==> src/rtl/uart_pkg.sv <==
// uart_pkg: definitions shared by the UART receiver and transmitter.
//   - uart_state_e : frame FSM state encoding (IDLE/START/DATA/STOP, plus
//                    PARITY when UART_RECEIVER_PARITY_EN is defined)
//   - UartDataBits : data bits per frame
//   - counter_width: bit-clock counter width for a given ClocksPerBaud
// Optional feature macro: UART_RECEIVER_PARITY_EN (adds the PARITY state).
package uart_pkg;

  localparam int UartDataBits = 8;

  typedef enum logic [2:0] {
    IDLE   = 3'd0,
    START  = 3'd1,
    DATA   = 3'd2,
`ifdef UART_RECEIVER_PARITY_EN
    PARITY = 3'd4,
`endif
    STOP   = 3'd3
  } uart_state_e;

  // The counter only has to hold ClocksPerBaud-1; never narrower than 1 bit.
  function automatic int counter_width(input int clocks_per_baud);
    if (clocks_per_baud <= 2) begin
      return 1;
    end
    return $clog2(clocks_per_baud);
  endfunction

endpackage

==> src/rtl/uart_rx_synchronizer.sv <==
// uart_rx_synchronizer: two-flop synchronizer for an asynchronous input.
//   clk     : destination clock
//   rst_n   : asynchronous active-low reset; both flops load ResetValue
//   async_i : asynchronous input
//   sync_o  : input re-timed to clk, two cycles of latency
module uart_rx_synchronizer #(
  parameter logic ResetValue = 1'b1
) (
  input  logic clk,
  input  logic rst_n,
  input  logic async_i,
  output logic sync_o
);

  logic meta_q;
  logic sync_q;

  always_ff @(posedge clk or negedge rst_n) begin
    if (!rst_n) begin
      meta_q <= ResetValue;
      sync_q <= ResetValue;
    end else begin
      meta_q <= async_i;
      sync_q <= meta_q;
    end
  end

  assign sync_o = sync_q;

endmodule

==> src/rtl/uart_receiver.sv <==
// uart_receiver: 8N1 UART receiver (8E1 with UART_RECEIVER_PARITY_EN).
//   clk              : sole clock
//   rst_n            : asynchronous active-low reset
//   rx_in            : serial line, idle high, asynchronous to clk
//   rx_byte          : received byte, stable while rx_byte_valid is high
//   rx_byte_valid    : byte available, held until rx_byte_done
//   rx_byte_done     : consumer pulse, consumes the byte while valid
//   rx_framing_error : one-cycle pulse on a bad stop (or parity) bit
//   rx_overrun       : sticky, a byte completed while the previous was unread
// Optional feature macro: UART_RECEIVER_PARITY_EN (even parity bit between
// the data bits and the stop bit).
module uart_receiver
  import uart_pkg::*;
#(
  parameter int ClocksPerBaud = 8
) (
  input  logic                    clk,
  input  logic                    rst_n,
  input  logic                    rx_in,
  output logic [UartDataBits-1:0] rx_byte,
  output logic                    rx_byte_valid,
  input  logic                    rx_byte_done,
  output logic                    rx_framing_error,
  output logic                    rx_overrun
);

  localparam int CntW = counter_width(ClocksPerBaud);
  localparam logic [CntW-1:0] HalfLoad = CntW'(ClocksPerBaud / 2 - 1);
  localparam logic [CntW-1:0] FullLoad = CntW'(ClocksPerBaud - 1);

  logic rx_s;

  uart_rx_synchronizer #(
    .ResetValue(1'b1)
  ) u_sync (
    .clk    (clk),
    .rst_n  (rst_n),
    .async_i(rx_in),
    .sync_o (rx_s)
  );

  uart_state_e             state_q, state_d;
  logic [CntW-1:0]         cnt_q, cnt_d;
  logic [2:0]              bit_idx_q, bit_idx_d;
  logic [UartDataBits-1:0] shift_q, shift_d;
  logic [UartDataBits-1:0] rx_byte_q, rx_byte_d;
  logic                    valid_q, valid_d;
  logic                    fe_q, fe_d;
  logic                    ovr_q, ovr_d;
`ifdef UART_RECEIVER_PARITY_EN
  logic                    par_bad_q, par_bad_d;
`endif

  logic consume;
  logic expired;
  logic frame_bad;

  assign consume = valid_q && rx_byte_done;
  assign expired = (cnt_q == '0);
`ifdef UART_RECEIVER_PARITY_EN
  assign frame_bad = !rx_s || par_bad_q;
`else
  assign frame_bad = !rx_s;
`endif

  always_comb begin
    state_d   = state_q;
    cnt_d     = cnt_q;
    bit_idx_d = bit_idx_q;
    shift_d   = shift_q;
    rx_byte_d = rx_byte_q;
    valid_d   = valid_q;
    fe_d      = 1'b0;
    ovr_d     = ovr_q;
`ifdef UART_RECEIVER_PARITY_EN
    par_bad_d = par_bad_q;
`endif

    // Consuming the byte also clears a pending overrun; a STOP completion in
    // the same cycle below may immediately refill the output register.
    if (consume) begin
      valid_d = 1'b0;
      ovr_d   = 1'b0;
    end

    unique case (state_q)
      IDLE: begin
        if (!rx_s) begin
          cnt_d   = HalfLoad;
          state_d = START;
        end
      end
      START: begin
        if (!expired) begin
          cnt_d = cnt_q - 1'b1;
        end else if (!rx_s) begin
          cnt_d     = FullLoad;
          bit_idx_d = '0;
          state_d   = DATA;
        end else begin
          state_d = IDLE;  // start bit gone by mid-bit: treat as a glitch
        end
      end
      DATA: begin
        if (!expired) begin
          cnt_d = cnt_q - 1'b1;
        end else begin
          shift_d[bit_idx_q] = rx_s;
          cnt_d              = FullLoad;
          if (bit_idx_q == 3'd7) begin
`ifdef UART_RECEIVER_PARITY_EN
            state_d = PARITY;
`else
            state_d = STOP;
`endif
          end else begin
            bit_idx_d = bit_idx_q + 3'd1;
          end
        end
      end
`ifdef UART_RECEIVER_PARITY_EN
      PARITY: begin
        if (!expired) begin
          cnt_d = cnt_q - 1'b1;
        end else begin
          // Even parity: data bits plus parity bit must XOR to zero.
          par_bad_d = (^shift_q) ^ rx_s;
          cnt_d     = FullLoad;
          state_d   = STOP;
        end
      end
`endif
      STOP: begin
        if (!expired) begin
          cnt_d = cnt_q - 1'b1;
        end else begin
          state_d = IDLE;
          if (frame_bad) begin
            fe_d = 1'b1;
          end else if (!valid_q || consume) begin
            rx_byte_d = shift_q;
            valid_d   = 1'b1;
          end else begin
            ovr_d = 1'b1;
          end
        end
      end
      default: state_d = IDLE;
    endcase
  end

  always_ff @(posedge clk or negedge rst_n) begin
    if (!rst_n) begin
      state_q   <= IDLE;
      cnt_q     <= '0;
      bit_idx_q <= '0;
      shift_q   <= '0;
      rx_byte_q <= '0;
      valid_q   <= 1'b0;
      fe_q      <= 1'b0;
      ovr_q     <= 1'b0;
`ifdef UART_RECEIVER_PARITY_EN
      par_bad_q <= 1'b0;
`endif
    end else begin
      state_q   <= state_d;
      cnt_q     <= cnt_d;
      bit_idx_q <= bit_idx_d;
      shift_q   <= shift_d;
      rx_byte_q <= rx_byte_d;
      valid_q   <= valid_d;
      fe_q      <= fe_d;
      ovr_q     <= ovr_d;
`ifdef UART_RECEIVER_PARITY_EN
      par_bad_q <= par_bad_d;
`endif
    end
  end

  assign rx_byte          = rx_byte_q;
  assign rx_byte_valid    = valid_q;
  assign rx_framing_error = fe_q;
  assign rx_overrun       = ovr_q;

endmodule
==> config.mk <==
export PLATFORM = sky130hd
export DESIGN_NAME = uart_receiver
export DESIGN_NICKNAME = d
export VERILOG_FILES = /design/src/rtl/uart_pkg.sv /design/src/rtl/uart_rx_synchronizer.sv /design/src/rtl/uart_receiver.sv
export SDC_FILE = /design/constraint.sdc
export NUM_CORES = 1
export LEC_CHECK = 0
export ABC_AREA = 1
export ABC_CLOCK_PERIOD_IN_PS = 2400
export CORE_UTILIZATION = 29
export CTS_CLUSTER_DIAMETER = 200
export DETAILED_ROUTE_END_ITERATION = 10
export PLACE_DENSITY_LB_ADDON = 0.15
export SLEW_MARGIN = 20
export SYNTH_ARGS = -nofsm -noshare
export SYNTH_HDL_FRONTEND = slang
export SYNTH_SLANG_ARGS = --single-unit
==> constraint.sdc <==
create_clock -name clk -period 2.4 [get_ports clk]
set_input_delay 0.48 -clock clk [delete_from_list [all_inputs] [get_ports clk]]
set_output_delay 0.48 -clock clk [all_outputs]
set_load 0.05 [all_outputs]
==> reports/qor.yml, run 1 <==
clock_tree:
  cts_sinks: 29
  cts_inserted_buffers: 5
  tritoncts: "yes"
  clk-insertion-delay-late_ps: 280
  htree_levels: 2
  ctsHoldBuffers: 0
  cts-root-buf: "clkbuf_8"
  clk_pin_slew_worst_paths_ps: 60
  cts_resized: 0
  clockBufferDepth: 2
  post_cts.repair.setup_buffers: 0
power:
  sequentialPowerShare_pct: 36.9
  switching_share_pct: 42.5
  cellInternalPower_mw: 1.08
  peakVddDrop_v: 0.000356
  combPwrFrac_pct: 42.3
  switchingPower_mw: 0.795
  p_per_area_nw_per_um2: 1020
  p_leak_nw: 0.863
  pwr-share-clk_pct: 20.8
logic_synthesis:
  synthTopCellsByArea: "dfrtp_1 (44%), nand2_1 (13%), ha_1 (9.0%)"
  synth_cells: 187
  synth_ff_type: "dfrtp_1"
  syn_area_um2: 1540
  yosys.area.top_type_share_pct: 44.0
  synth_edf_count: 0
  yosys.cell_types.count: 23
  synth_seq_cells: 29
  yosys-top-cells-count: "nand2_1 (54), dfrtp_1 (27), inv_1 (25), o21ai_1 (18)"
  syn_area_per_cell_um2: 8.21
  synth.largest_area_cell: "dfrtp_1"
  syn-num-nets: 202
  synth.most_common_cell: "nand2_1"
  synth_warnings: 0
  yosysSeqAreaShare_pct: 47.4
  async_reset_ff_share_pct: 100
critical_path:
  cp_top_family: "buffers and inverters"
  cp.arrival_ps: 1480
  cp_max_fo: 4
  path_buf_inv: 1
  worst-setup-path-type: "reg -> out"
  required_ps: 1920
  cp_cell_sequence: "clkdlybuf4s50_1"
  slowest_delay_ps: 820
  cpMaxStageDelayCell: "clkdlybuf4s50_1"
  setup.worst_path.end_class: "output pin"
  cp-start-kind: "register"
timing:
  period_minus_slack_ps: 1960
  rsz0062_at_grt: "false"
  fin_setup_tns_ps: 0
  maxSlewViolCount: 0
  final_min_period_over_clock_period_pct: 81.7
  finalHoldViolCount: 0
  relSlewSlack_pct: 66.3
  finalSetupViolCount: 0
  max_freq_mhz: 510
  fin_worst_skew_ps: 8.72
  worst_pin_slew_ps: 504
grt:
  grt_pass1_wl_um: 5260
  gr-total-overflow: 0
  antenna_found_initial: 0
  first_global_vias: 1222
  grt_usage_pct: 12.5
  grt_max_degree: 30
drt:
  firstDrtPassIters: 4
  drtIter0Drc: 31
  routed_wl_um: 2840
  wl_per_cell_um: 10.2
  drc_errors: 0
  vias: 1181
  ant_nets: 0
  vias_per_cell: 4.25
final_layout:
  synthToLayoutAreaGrowth_pct: 19.6
  diodes: 0
  final_nets: 222
  drive_above_1_share_pct: 9.13
  postLayoutCellArea_um2: 1840
  final_util_pct: 36.0
die:
  fp.dieH_um: 74.8
  row_count: 26
  coreArea_um2: 5110
  start_util_pct: 30.1
  dieArea_um2: 5590
  dieWidth_um: 74.8
  ios: 15
place:
  gp_congestion: 0.713
  postPlaceCellArea_um2: 1750
  portBuffers: 14
  hpwl_um: 2080
min_path:
  hp-class: "reg -> reg"
run:
  drv_cap: 0
outcome:
  status: "complete, no violations"
## path summary, 6_finish.rpt
kind / start / to / slack [ps] / cells past startpoint
worst min-delay path: u_sync.meta_q$_DFF_PN1_ / u_sync.sync_o$_DFF_PN1_ / 350 / 0
worst max register to register: state_q[0]$_DFFE_PN0P_ / shift_q[5]$_DFFE_PN0P_ / 850 / 7
max in group asynchronous: rst_n / u_sync.meta_q$_DFF_PN1_ / 1510 / 2
worst max-delay path: rx_byte_valid$_DFF_PN0_ / rx_byte_valid / 440 / 1
worst min register to register: u_sync.meta_q$_DFF_PN1_ / u_sync.sync_o$_DFF_PN1_ / 350 / 0
min in group asynchronous: rst_n / cnt_q[2]$_DFFE_PN0P_ / 580 / 2
## stage by stage
stage | instances | power (mW) | hold WS [ps] | setup WS (ps)
floorplan | 187 | 1.31 | 184 | 1060
global placement | 270 | 1.50 | 347 | 731
detailed placement | 270 | 1.50 | 347 | 742
CTS | 278 | 1.90 | 356 | 429
global route | 278 | 2.07 | 359 | 392
finish | 278 | 1.87 | 355 | 438
## routing by layer
layer | part of all wire (%) | global-route usage, %
met3 | 3.6 | 3.61
met2 | 42 | 19.4
met5 | 0 | 0
met4 | 1.8 | 5.03
met1 | 53 | 16.4
## layout by cell type, fill, tap and decap left out
cell type and n:
clkbuf_1 1, o21ai_1 18, o21ai_0 6, nor3_1 1, inv_1 25, buf_4 1, clkbuf_8 5, clkdlybuf4s50_1 14
clkinv_1 1, nor2_1 11, dfstp_2 2, nand4_4 1, ha_1 11, nor2_2 1, o21bai_1 1, clkinv_2 2
inv_2 3, nand4_1 5, nor2_4 2, nand2_2 2, nand2_1 54, nand3_1 11, dfrtp_1 27, or2_1 1
a21oi_1 1, a21boi_1 1
## flip-flops by register name, indices dropped and copies added (netlist names)
| register | flops |
|---|---|
| bit_idx_q | 3 |
| cnt_q | 3 |
| rx_byte | 8 |
| rx_byte_valid | 1 |
| rx_framing_error | 1 |
| rx_overrun | 1 |
| shift_q | 8 |
| state_q | 2 |
| u_sync.meta_q | 1 |
| u_sync.sync_o | 1 |
## cells by family after synthesis
kind of cell / after synthesis / synth area share [%]
buffers and inverters: 31 / 8.15
adder cells (fa/ha/maj): 11 / 8.96
flip-flops: 29 / 47.4
AO/OA/AOI/OAI: 27 / 9.13
AND/OR/NAND/NOR: 89 / 26.3
## worst register-to-register path, stage by stage (launching register included)
cell	delay, ps
dfrtp_1	460
inv_1	140
ha_1	300
inv_2	80
nor2_2	180
nand3_1	130
nand2_1	80
o21ai_1	60
## layout make-up
| class | count | area [um^2] |
|---|---|---|
| clock buffer | 6 | 72.6 |
| clock inverter | 2 | 10.0 |
| fill | 556 | 3270 |
| inverter | 29 | 109 |
| multi-input combinational | 127 | 682 |
| sequential | 29 | 728 |
| tap | 70 | 87.6 |
| timing repair buffer | 15 | 148 |
## power by group through the flow
stage / clock, mW / combinational, mW / sequential, mW
after global placement: 0 / 0.798 / 0.699
after floorplan: 0 / 0.551 / 0.755
after CTS: 0.405 / 0.803 / 0.691
final: 0.389 / 0.792 / 0.690
after global routing: 0.428 / 0.931 / 0.710
after detailed placement: 0 / 0.799 / 0.700
No activity file was read; power rests on OpenSTA's default activity.
==> inputs of run 2 (changes only) <==
--- a/config.mk
+++ b/config.mk
@@ -6,7 +6,7 @@
 export NUM_CORES = 1
 export LEC_CHECK = 0
 export ABC_AREA = 1
-export ABC_CLOCK_PERIOD_IN_PS = 2400
+export ABC_CLOCK_PERIOD_IN_PS = 1850
 export CORE_UTILIZATION = 29
 export CTS_CLUSTER_DIAMETER = 200
 export DETAILED_ROUTE_END_ITERATION = 10
==> constraint.sdc (replaced) <==
create_clock -name clk -period 1.85 [get_ports clk]
set_input_delay 0.37 -clock clk [delete_from_list [all_inputs] [get_ports clk]]
set_output_delay 0.37 -clock clk [all_outputs]
set_load 0.05 [all_outputs]
==> run 2 against run 1 <==
  * First-iteration DRC count is 120% higher
  * Final area decreased by 0.54%
  * Clock skew shrank 4.5 ps
  * Die area did not move
  * Count of clock-buffer cells in the layout unchanged
  * Cell count is 0.36% higher
  * Power increased by 30%
  * Via count is 1.1% lower
  * Sequential share of layout area grew 0.22 points
  * Worst hold slack gained 2.8 ps
  * Highest routed layer unchanged
==> reports/qor.yml, run 2 (synthesis results as in run 1) <==
outcome:
  status: "complete, no violations"
grt:
  grt_pass1_wl_um: 5060  # -3.9%
  grt_usage_pct: 12.2  # -0.34 points
  first_global_vias: 1140  # -6.7%
  gr-total-overflow: 0  # unchanged
  grt_max_degree: 30  # unchanged
  antenna_found_initial: 0  # unchanged
timing:
  finalSetupViolCount: 0  # unchanged
  fin_setup_tns_ps: 0  # unchanged
  rsz0062_at_grt: "false"
  relSlewSlack_pct: 66.8  # +0.45 points
  maxSlewViolCount: 0  # unchanged
  final_min_period_over_clock_period_pct: 96.5
  worst_pin_slew_ps: 498  # -5.94 ps
  period_minus_slack_ps: 1790
  max_freq_mhz: 560
  finalHoldViolCount: 0  # unchanged
  fin_worst_skew_ps: 4.20  # -4.53 ps
critical_path:
  cp_max_fo: 2  # -2
  cp.arrival_ps: 1420  # -60 ps
  cp_top_family: "buffers and inverters"
  cp_cell_sequence: "clkdlybuf4s50_1"
  worst-setup-path-type: "reg -> out"
  slowest_delay_ps: 800  # -20 ps
  required_ps: 1480  # -440 ps
  cp-start-kind: "register"
  setup.worst_path.end_class: "output pin"
  path_buf_inv: 1  # unchanged
  cpMaxStageDelayCell: "clkdlybuf4s50_1"
die:
  fp.dieH_um: 74.8  # unchanged
  row_count: 26  # unchanged
  dieWidth_um: 74.8  # unchanged
  dieArea_um2: 5590  # unchanged
  start_util_pct: 30.1  # unchanged
  coreArea_um2: 5110  # unchanged
  ios: 15  # unchanged
clock_tree:
  cts_sinks: 29  # unchanged
  cts-root-buf: "clkbuf_8"
  tritoncts: "yes"
  cts_inserted_buffers: 5  # unchanged
  clk_pin_slew_worst_paths_ps: 60  # about the same
  htree_levels: 2  # unchanged
  post_cts.repair.setup_buffers: 0  # unchanged
  clk-insertion-delay-late_ps: 280  # about the same
  clockBufferDepth: 2  # unchanged
final_layout:
  diodes: 0  # unchanged
  postLayoutCellArea_um2: 1830  # -0.54%
  final_cell_mix: "nand2_1 (54), dfrtp_1 (27), inv_1 (25), o21ai_1 (18)"
  final_common_cell: "nand2_1"
  drive_above_1_share_pct: 13.4  # +4.3 points
  synthToLayoutAreaGrowth_pct: 19.0
  fill_cells: 548  # -1.4%
  final_nets: 223  # +0.45%
  layout.cells.non_filler: 279  # +0.36%
  regArea_um2: 728  # unchanged
  multi_input_area_um2: 682  # unchanged
drt:
  vias_per_cell: 4.19  # -1.5%
  drtIter0Drc: 67  # +120%
  ant_nets: 0  # unchanged
  drc_errors: 0  # unchanged
  firstDrtPassIters: 4  # unchanged
  vias: 1168  # -1.1%
  wl_per_cell_um: 9.98  # -2.2%
  routed_wl_um: 2790  # -1.8%
power:
  p_per_area_nw_per_um2: 1330  # +31%
  p_leak_nw: 0.903  # +4.6%
  peakVddDrop_v: 0.000451  # +27%
place:
  place_inst: 271  # +0.37%
  postPlaceCellArea_um2: 1740  # -0.71%
  portBuffers: 14  # unchanged
  hpwl_um: 2030  # -2.2%
  gp_congestion: 0.720  # +1.0%
run:
  drv_cap: 0  # unchanged
min_path:
  hp-class: "reg -> reg"
run 2: cell types whose count changed in the layout (fill, tap and decap cells not counted), sizes merged:
cell           previous run  this run
clkdlybuf4s50            14         5
buf                       1        10
dlymetal6s2s              0         1
run 2: area by class of cell:
type / count / area share (%)
Tap cell: 70 / 4.79
Multi-Input combinational cell: 127 / 37.3
Inverter: 29 / 5.96
Timing Repair Buffer: 16 / 7.53
Clock buffer: 6 / 3.97
Sequential cell: 29 / 39.9
Clock inverter: 2 / 0.548
run 2: routing by layer:
layer | global-route usage [%] | routed length [um] | up-vias | share of wire (%)
li1 | - | - | 632 | -
met1 | 15.5 | 1430 | 513 | 51
met2 | 18.9 | 1210 | 16 | 43
met3 | 4.02 | 99 | 7 | 3.6
met4 | 5.03 | 49 | 0 | 1.8
met5 | 0 | 0 | - | 0
run 2: path summary, 6_finish.rpt:
check,start,endpoint,slack (ps),cells past startpoint
max reg2reg,state_q[0]$_DFFE_PN0P_,bit_idx_q[2]$_DFFE_PN0P_,320,8
min in group asynchronous,rst_n,rx_overrun$_DFF_PN0_,470,2
max in group asynchronous,rst_n,u_sync.sync_o$_DFF_PN1_,1060,2
max,rx_byte[0]$_DFFE_PN0P_,rx_byte[0],60,1
min,u_sync.meta_q$_DFF_PN1_,u_sync.sync_o$_DFF_PN1_,360,0
min reg2reg,u_sync.meta_q$_DFF_PN1_,u_sync.sync_o$_DFF_PN1_,360,0
run 2: timing repair:
item / CTS / global route
hold buffers: 0 / 0
endpoints found under the hold margin: 0 / 0
setup endpoints to repair: 0 / 1
gates resized for setup: 0 / 1
run 2: where the power goes:
| part | internal, mW | switching (mW) | total, mW | leakage [nW] |
|---|---|---|---|---|
| registers | 0.771 | 0.110 | 0.881 | 0.386 |
| clock network | 0.260 | 0.238 | 0.498 | 0.0450 |
| logic | 0.369 | 0.682 | 1.05 | 0.472 |
| total | 1.40 | 1.03 | 2.43 | 0.903 |
run 2: stage by stage:
stage          hold slack, ps  power, mW  setup WS (ps)  util (%)
2_1_floorplan            74.4       1.69            513         -
3_3_place_gp              346       1.96            263      34.1
3_5_place_dp              347       1.95            280      34.1
4_1_cts                   360       2.47           47.8      35.7
5_1_grt                   369       2.69           6.82      35.8
6_report                  358       2.43           64.9      35.8
==> inputs of run 3 (changes only) <==
--- a/config.mk
+++ b/config.mk
@@ -10,8 +10,9 @@
 export CORE_UTILIZATION = 29
 export CTS_CLUSTER_DIAMETER = 200
 export DETAILED_ROUTE_END_ITERATION = 10
+export GPL_ROUTABILITY_DRIVEN = 0
 export PLACE_DENSITY_LB_ADDON = 0.15
-export SLEW_MARGIN = 20
+export SLEW_MARGIN = 15
 export SYNTH_ARGS = -nofsm -noshare
 export SYNTH_HDL_FRONTEND = slang
 export SYNTH_SLANG_ARGS = --single-unit
==> results of run 3 <==
The final DEF is identical to that of run 2; final timing and power are the same.
